[config.mk]
export PLATFORM = sky130hd
export DESIGN_NAME = linebuf_port_sched
export DESIGN_NICKNAME = d
export VERILOG_FILES = /design/src/rtl/linebuf_port_sched.sv
export SDC_FILE = /design/constraint.sdc
export NUM_CORES = 1
export LEC_CHECK = 0
export BUFFER_PORTS_ARGS = -buffer_cell sky130_fd_sc_hd__clkbuf_2
export CAP_MARGIN = 20
export CORE_MARGIN = 1.5
export CORE_UTILIZATION = 60
export DETAILED_ROUTE_END_ITERATION = 10
export HOLD_SLACK_MARGIN = 0.06
export PLACE_DENSITY = 0.95
export SLEW_MARGIN = 20
export SYNTH_ARGS = -nofsm -noshare
export SYNTH_HDL_FRONTEND = slang
export SYNTH_SLANG_ARGS = --single-unit
[constraint.sdc]
create_clock -name pixclk -period 6.38 [get_ports pixclk]
set_input_delay 0.957 -clock pixclk [delete_from_list [all_inputs] [get_ports pixclk]]
set_output_delay 0.957 -clock pixclk [all_outputs]
set_load 0.02 [all_outputs]
[src/rtl/linebuf_port_sched.sv]
// linebuf_port_sched: read-priority scheduler for the ping-pong line RAM.
// Define LINEBUF_STATS_EN to add the drop_count / max_level counters.
module linebuf_port_sched #(
  parameter int DATA_W     = 17,
  parameter int LINE_LEN   = 640,
  parameter int ADDR_W     = 11,
  parameter int LADDR_W    = 10,
  parameter int FIFO_DEPTH = 4
) (
  input  logic                        pixclk,
  input  logic                        reset,
  input  logic                        wr_valid,
  output logic                        wr_ready,
  input  logic [LADDR_W-1:0]          wr_addr,
  input  logic [DATA_W-1:0]           wr_data,
  input  logic                        wr_line_end,
  input  logic                        rd_valid,
  input  logic [LADDR_W-1:0]          rd_addr,
  input  logic                        rd_line_end,
  output logic [DATA_W-1:0]           rd_data,
  output logic                        rd_data_valid,
  output logic [ADDR_W-1:0]           ram_addr,
  output logic                        ram_we,
  output logic [DATA_W-1:0]           ram_wdata,
  input  logic [DATA_W-1:0]           ram_rdata,
  output logic                        wr_bank,
  output logic                        rd_bank,
  output logic                        rd_repeat,
  output logic                        overrun,
  output logic [$clog2(FIFO_DEPTH):0] fifo_level
`ifdef LINEBUF_STATS_EN
  ,
  output logic [15:0]                 drop_count,
  output logic [$clog2(FIFO_DEPTH):0] max_level
`endif
);

  localparam int PW = $clog2(FIFO_DEPTH);
  localparam int LW = PW + 1;
  localparam int EW = 1 + LADDR_W + DATA_W;
  localparam logic [LADDR_W:0]  LEN_L = (LADDR_W+1)'(LINE_LEN);
  localparam logic [ADDR_W-1:0] BASE1 = ADDR_W'(LINE_LEN);

  function automatic logic [ADDR_W-1:0] phys(
    input logic b, input logic [LADDR_W-1:0] a);
    return (b ? BASE1 : '0) + ADDR_W'(a);
  endfunction

  logic [EW-1:0]     mem_q [FIFO_DEPTH];
  logic [PW-1:0]     wptr_q, rptr_q;
  logic [LW-1:0]     cnt_q, cnt_d;
  logic              wr_acc, wr_in, rd_in, push, pop;
  logic [EW-1:0]     in_e, head;
  logic              h_bank;
  logic [LADDR_W-1:0] h_addr;
  logic [DATA_W-1:0] h_data;

  logic [ADDR_W-1:0] ram_addr_q, ram_addr_d;
  logic              ram_we_q, ram_we_d;
  logic [DATA_W-1:0] ram_wdata_q, ram_wdata_d;

  logic              rv1_q, ok1_q, rv2_q, ok2_q, rdv_q;
  logic [DATA_W-1:0] rdd_q;

  logic              wr_bank_q, wr_done_q, wr_done_d;
  logic              rep_q, ovr_q;
  logic              swap, ovr_ev, rep_ev;

  assign wr_ready = (cnt_q != LW'(FIFO_DEPTH));
  assign wr_acc   = wr_valid && wr_ready;
  assign wr_in    = {1'b0, wr_addr} < LEN_L;
  assign rd_in    = {1'b0, rd_addr} < LEN_L;
  assign push     = wr_acc && wr_in;
  // An empty queue lets the incoming write go straight to the RAM.
  assign pop      = !rd_valid && ((cnt_q != '0) || push);
  assign cnt_d    = cnt_q + LW'(push) - LW'(pop);

  assign in_e   = {wr_bank_q, wr_addr, wr_data};
  assign head   = (cnt_q == '0) ? in_e : mem_q[rptr_q];
  assign h_bank = head[EW-1];
  assign h_addr = head[DATA_W +: LADDR_W];
  assign h_data = head[DATA_W-1:0];

  always_ff @(posedge pixclk) begin
    if (push) mem_q[wptr_q] <= in_e;
  end

  always_comb begin
    ram_addr_d  = ram_addr_q;
    ram_we_d    = 1'b0;
    ram_wdata_d = ram_wdata_q;
    if (rd_valid) begin
      if (rd_in) ram_addr_d = phys(~wr_bank_q, rd_addr);
    end else if (pop) begin
      ram_we_d    = 1'b1;
      ram_addr_d  = phys(h_bank, h_addr);
      ram_wdata_d = h_data;
    end
  end

  assign swap   = rd_line_end && (wr_done_q || wr_line_end);
  assign ovr_ev = wr_line_end && wr_done_q && !swap;
  assign rep_ev = rd_line_end && !wr_done_q && !wr_line_end;

  always_comb begin
    wr_done_d = wr_done_q;
    if (swap)             wr_done_d = 1'b0;
    else if (wr_line_end) wr_done_d = 1'b1;
  end

  always_ff @(posedge pixclk) begin
    if (reset) begin
      wptr_q      <= '0;
      rptr_q      <= '0;
      cnt_q       <= '0;
      ram_addr_q  <= '0;
      ram_we_q    <= 1'b0;
      ram_wdata_q <= '0;
      rv1_q       <= 1'b0;
      ok1_q       <= 1'b0;
      rv2_q       <= 1'b0;
      ok2_q       <= 1'b0;
      rdv_q       <= 1'b0;
      rdd_q       <= '0;
      wr_bank_q   <= 1'b0;
      wr_done_q   <= 1'b0;
      rep_q       <= 1'b0;
      ovr_q       <= 1'b0;
    end else begin
      if (push) wptr_q <= wptr_q + 1'b1;
      if (pop)  rptr_q <= rptr_q + 1'b1;
      cnt_q       <= cnt_d;
      ram_addr_q  <= ram_addr_d;
      ram_we_q    <= ram_we_d;
      ram_wdata_q <= ram_wdata_d;
      rv1_q       <= rd_valid;
      ok1_q       <= rd_valid && rd_in;
      rv2_q       <= rv1_q;
      ok2_q       <= ok1_q;
      rdv_q       <= rv2_q;
      rdd_q       <= ok2_q ? ram_rdata : '0;
      if (swap) wr_bank_q <= ~wr_bank_q;
      wr_done_q   <= wr_done_d;
      rep_q       <= rep_ev;
      ovr_q       <= ovr_ev;
    end
  end

  assign ram_addr      = ram_addr_q;
  assign ram_we        = ram_we_q;
  assign ram_wdata     = ram_wdata_q;
  assign rd_data       = rdd_q;
  assign rd_data_valid = rdv_q;
  assign wr_bank       = wr_bank_q;
  assign rd_bank       = ~wr_bank_q;
  assign rd_repeat     = rep_q;
  assign overrun       = ovr_q;
  assign fifo_level    = cnt_q;

`ifdef LINEBUF_STATS_EN
  logic [15:0]   drop_q;
  logic [LW-1:0] max_q;
  logic [16:0]   drop_sum;

  assign drop_sum = {1'b0, drop_q} + 17'(wr_acc && !wr_in) + 17'(ovr_ev);

  always_ff @(posedge pixclk) begin
    if (reset) begin
      drop_q <= '0;
      max_q  <= '0;
    end else begin
      drop_q <= drop_sum[16] ? 16'hFFFF : drop_sum[15:0];
      if (cnt_d > max_q) max_q <= cnt_d;
    end
  end

  assign drop_count = drop_q;
  assign max_level  = max_q;
`endif

endmodule
Word-level counts from Yosys, hierarchy flattened
Memories as Yosys holds them, arrays and structs flattened. A register that Yosys moved wholly into a read port is not among the register bits.
Index checks and enable logic that the tools add are counted.
Word-level totals
  bits in registers: 62
  bits in writable memories: 112
  bits of input ports: 60
  output and inout port bits: 55
  word-level logic and storage cells: 64
  memories kept: 1
Memories
  mem_q: words 4, bits a word 28, rd ports 1, clocked after memory_dff 1, write ports 1, line 49  | logic [EW-1:0] mem_q [FIFO_DEPTH];
Cells by class
  $add $sub $neg: 6
  $lt $le $gt $ge: 2
  equality and inequality tests: 2
  muxes and demuxes: 11
  bitwise gates (word level): 3
  reductions and logical operators: 23
Operator list (count)
  $mux 11: 3
  $mux 28: 1
  $add 10x10->11: 2
  $lt 10x10->1 const B: 2
  $mux 10: 2
  $logic_and 1x1->1: 9
  $reduce_or 2->1: 3
  $add 2x1->2 const B: 2
  $logic_not 1->1: 4
  $mux 2: 2
  $reduce_and 2->1: 2
  $add 3x1->3: 1
  $logic_not 3->1: 1
  $mux 1: 3
  $ne 3x3->1 const B: 1
  $not 1->1: 3
  $reduce_bool 3->1: 1
  $sub 3x1->3: 1
  $logic_or 1x1->1: 2
  $ne 2x1->1 const B: 1
  $reduce_bool 2->1: 1

Logic depth before layout (Yosys ltp)
  word-level depth: 7
  depth in mapped cells: 11
  depth with buffers taken out: 10

Least setup slack after synthesis
Ideal clock, no wire load.
  path type: input to register
  start: in wr_addr[8]
  end: reg cnt_q[2], in the netlist fifo_level[2]
  library setup time: 0.128 ns
  arrival time: 2.925 ns
  required time: 6.252 ns
  path slack: 3.328 ns
  stages on the path: 11
  buffers on the path: 1
  cells stage by stage: o21ai_0 and3_1 clkbuf_1 inv_1 ha_1 inv_1 ha_1 fa_1 xnor2_1 xnor2_1 nor2_1
Between the ends
  cells in the longest elaborated chain, start to end: 5
  elaborated cells on any way between the ends: 6
  classes of those cells: add/sub (2); order compare (1); reduce/logical (3)
Ends and longest elaborated chain
  start: declaration: line 14  | input logic [LADDR_W-1:0] wr_addr,
  $lt 10x10->1 *: line 71  | assign wr_in = {1'b0, wr_addr} < LEN_L;
  $logic_and 1x1->1 *: line 73  | assign push = wr_acc && wr_in;
  parallel branches: the longest is 2 deep, another holds $add 3x1->3
  $sub 3x1->3 *: line 76  | assign cnt_d = cnt_q + LW'(push) - LW'(pop);
  end signal: assignment: line 132  | cnt_q <= cnt_d;
  end: declaration: line 51  | logic [LW-1:0] cnt_q, cnt_d;
Every way passes the cells marked *.
A chain may end at the register's enable or synchronous reset.

Worst setup path after layout
  start: in rd_valid
  end: reg cnt_q[2], in the netlist fifo_level[2]
Between the ends
  cells in the longest elaborated chain, start to end: 3
Ends and longest elaborated chain
  start: declaration: line 17  | input logic rd_valid,
  $logic_not 1->1: line 75  | assign pop = !rd_valid && ((cnt_q != '0) || push);
  $logic_and 1x1->1: line 75
  $sub 3x1->3: line 76
No other way between the ends.

==> results.md <==
- sky130_fd_sc_hd__edfxtp_1 takes more of the synthesized area than any other cell.
- The final routed wire length divided by cell count is 21.3 um.
- No sink is reached through more buffers than the 2 on the longest clock path.
- After filler insertion, the fill cell instance count of the layout stands at 661.
- The most common cell in the synthesized netlist is sky130_fd_sc_hd__edfxtp_1.
- On the worst path, the slowest cell contributes a delay of 0.83 ns.
- The sequential share of the synthesized area is between 60 and 70%.
- The areal power density over the cells is 417 nW/um2.
- The cell sitting at the root of the clock tree is a sky130_fd_sc_hd__clkbuf_16.
- The required time at the endpoint of the critical path is between 6 and 7 ns.
- The worst-case headroom to the max-slew limit is between 30 and 40%.
- The count of buffers added by post-CTS timing repair for setup is 0.
- The floorplan step defined a die boundary enclosing 11,900 um2.
- Setup repair after global routing left no endpoint under its margin.
- The total design power is approximately 3.3 mW.
- The number of cells on the critical path is 11.
- The area fraction of the dominant cell type after synthesis is roughly 50%.
- The number of antenna-violating nets in the routed design is 0.
- The register clock-pin slew on the reported worst setup and hold paths is roughly 0.060 ns.
- The total routing usage reported by global routing is between 20% and 30%.
- The placed cell count is 684.
- The measured slew at the worst slew-check pin is 1.03 ns.
- In the synthesized netlist, the number of instances is roughly 450.
- Summed over all cells, the static leakage comes to approximately 3.1 nW.
- Summed over all layers, the global routing overflow is 0.
- The sum of buffers and inverters on the critical path is 3.
- The flow ran to the end, and the final reports show no timing, DRC or antenna violations.
- TritonCTS built the clock tree.
- The count of endpoints failing setup in the final report is 0.
- The number of failing hold endpoints at the final stage is 0.
- The initial utilization of the core area, before any placement, comes to between 60 and 70%.
- The remaining routing DRC violations is 0.
- The worst register-to-register path ends at fifo_level[2].
- The final antenna diode count is 0.
- In this run the worst setup path begins at rd_valid.
- For flop-to-flop paths, the worst setup slack is about 2.7 ns.
- The clock latency reported for the late side of the worst-skew pair is 0.43 ns.
- The clock period minus worst slack is 4.11 ns.
- STA classifies the critical path endpoint as a register.
- Max-cap violations in this run came to 0.
- The number of global-route vias before repair is 4,478.
- The sum of negative setup slack is 0 ns.
- Once placement finished, the instance area stood at around 7400 um2.
- The share of async-settable or async-resettable flops after synthesis is 0%.
- Based on the critical path, the design can be clocked at up to roughly 240 MHz.
- The data arrival time of the worst path is about 4.4 ns.
- Counting instances in the post-synthesis netlist gives the leading cell types as sky130_fd_sc_hd__edfxtp_1, sky130_fd_sc_hd__dfxtp_1, sky130_fd_sc_hd__nand2_1.
- The dominant delay contributor by cell family on the critical path is adder cells.
- The via density per instance is approximately 6.0.
- The path class of the tightest hold or removal check is reg2reg.
- The standard-cell row count is 38.
- The area growth from synthesis to final layout is 18.7%.
- The count of nets after finishing is about 640.
- The worst register-to-register path has a depth of 10.
- The vertical extent of the die is approximately 110 um.
- The number of antenna violations at the first check in global routing is 0.
- The placeable core region is 10,900 um2.
- Following the worst setup path forward leads to its endpoint at fifo_level[2].
- Routability-driven placement finished with a final weighted congestion of ~0.8.
- The max-slew violation total from the final report came to 0.
- Yosys printed 0 warnings.
- For this design, the slowest cell found on the critical path is sky130_fd_sc_hd__a2bb2oi_4.
- The maximum number of pins on one net before global-route repair is 48.
- In this run, post-CTS repair resized a total of 0 instances.
- After the first detailed-routing iteration, the DRC count stood at 367.
- The final non-filler cell area is roughly 8000 um2.
- The worst setup path category is in2reg.
- The number of synthesized register bits is approximately 180.
- The number of CTS-inserted buffers is 17.
- The post-route non-filler standard cell count is approximately 720.
- The H-tree was split into 4 levels.
- In the synthesized netlist the dominant register cell turns out to be sky130_fd_sc_hd__edfxtp_1.
- The first detailed-routing pass ran for 4 iterations.
- The average footprint of a synthesized cell is ~15 um2.
- After detailed routing, the total wire length is around 15,000 um.
- Of the cells placed in the final design, the portion with a size suffix greater than 1 is approximately a third.
- The origin of the critical flop-to-flop path is fifo_level[2].
- The first global-routing pass estimated ~23,000 um of wire.
- The count of buffers inserted at the top-level ports is ~110.
- The distinct cell type count of the synthesized netlist is 39.
- Across all hold checks on the routed design, the worst slack comes to approximately 0.46 ns.
- about 120 I/O pins were placed.
- The post-synthesis net count is 524.
- Ranked by total cell area, the synthesized netlist is headed by sky130_fd_sc_hd__edfxtp_1, sky130_fd_sc_hd__dfxtp_1, sky130_fd_sc_hd__mux4_2.
- After synthesis the cells add up to 6770 um2.
- The maximum fanout encountered on the critical timing path is 36.
- The total vias in the final route is ~4,300.
- From left edge to right edge, the die measures ~110 um.
- The signal on the critical path passes through clkbuf_2 -> nor2b_1 -> a2bb2oi_4 -> inv_2 -> ha_1 -> inv_1 -> ha_1 -> fa_1 -> xnor2_1 -> xnor2_1 -> nor2_1.
- IR analysis of the VDD net gives a maximum drop of ~0.00022 V.
- The HPWL after detailed placement is 8960 um.
- In this run, synthesis inferred 112 flip-flops with an integrated enable.
- The tree built by TritonCTS fans out to approximately 180 sinks.
- Clock skew on the completed layout was measured at about 0.007 ns.
- The kind of start point of the critical path is an input pin.
- The hold buffer count at cts is 0.
- The final clock period utilization by the worst path is 64.4%.
where the power goes:
| part | switching, mW | leakage (nW) | internal, mW | total [mW] |
|---|---|---|---|---|
| clock | 0.413 | 0.291 | 0.605 | 1.02 |
| combinational | 0.510 | 1.22 | 0.360 | 0.870 |
| sequential | 0.118 | 1.55 | 1.34 | 1.46 |
cells in the final DEF, fill, tap and decap left out, types with 11 or more instances in the layout:
cell and instances:
sky130_fd_sc_hd__nand2_1 33, sky130_fd_sc_hd__nor2_1 26, sky130_fd_sc_hd__clkbuf_16 17, sky130_fd_sc_hd__clkbuf_2 114, sky130_fd_sc_hd__inv_1 11, sky130_fd_sc_hd__a211oi_1 17
sky130_fd_sc_hd__edfxtp_1 112, sky130_fd_sc_hd__ha_1 12, sky130_fd_sc_hd__mux4_2 24, sky130_fd_sc_hd__nor2b_1 14, sky130_fd_sc_hd__a21oi_1 32, sky130_fd_sc_hd__dfxtp_1 63
sky130_fd_sc_hd__and2_1 23
kinds of logic after synthesis:
group | count (synthesis) | share of synthesized area, %
compound gates | 71 | 7.06
mux | 29 | 9.76
xor+xnor | 7 | 0.906
flops | 176 | 68.6
buf+inv | 38 | 2.38
simple gates | 117 | 8.74
fa+ha+maj | 13 | 2.51
cell type report:
type / count / area, um2 / area share (%)
well taps: 140 / 175 / 2.18
flip-flops and latches: 176 / 4650 / 57.8
clock buffers: 22 / 474 / 5.90
inverters: 12 / 45.0 / 0.561
clock inverters: 10 / 110 / 1.37
multi-input cells: 237 / 1960 / 24.4
repair buffers: 120 / 619 / 7.71
how the worst min path moves through the flow:
stage	start	to	slack (ns)	cells after the start
3_5_place_dp	ok1_q	ok2_q	0.43	1
3_3_place_gp	ok1_q	ok2_q	0.42	1
2_1_floorplan	ok1_q	ok2_q	0.41	1
4_1_cts	rv2_q	rd_data_valid	0.46	1
5_1_grt	rv2_q	rd_data_valid	0.47	1
6_report	rv1_q	rv2_q	0.46	1
flip-flops by register name (all words and copies together) (netlist names), 2 cells and up, named ones only:
signal,cells
mem_q,112
fifo_level,3
ram_addr,11
wptr_q,2
rptr_q,2
rd_data,17
ram_wdata,17
layer usage:
| metal | track usage [%] | vias up | routed length [um] |
|---|---|---|---|
| li1 | - | 1913 | - |
| met1 | 33.4 | 2100 | 5740 |
| met2 | 45.7 | 251 | 7850 |
| met3 | 6.75 | 40 | 1260 |
| met4 | 14.7 | 0 | 451 |
| met5 | 0 | - | 0 |
stage by stage:
step                      setup slack (ns)  utilization (%)
after floorplan                       3.33                -
after global placement                2.19             68.0
after CTS                             2.21             73.3
after detailed placement              1.92             68.0
final                                 2.27             73.5
after global routing                  2.09             73.5
(Power assumes the default switching activity.)
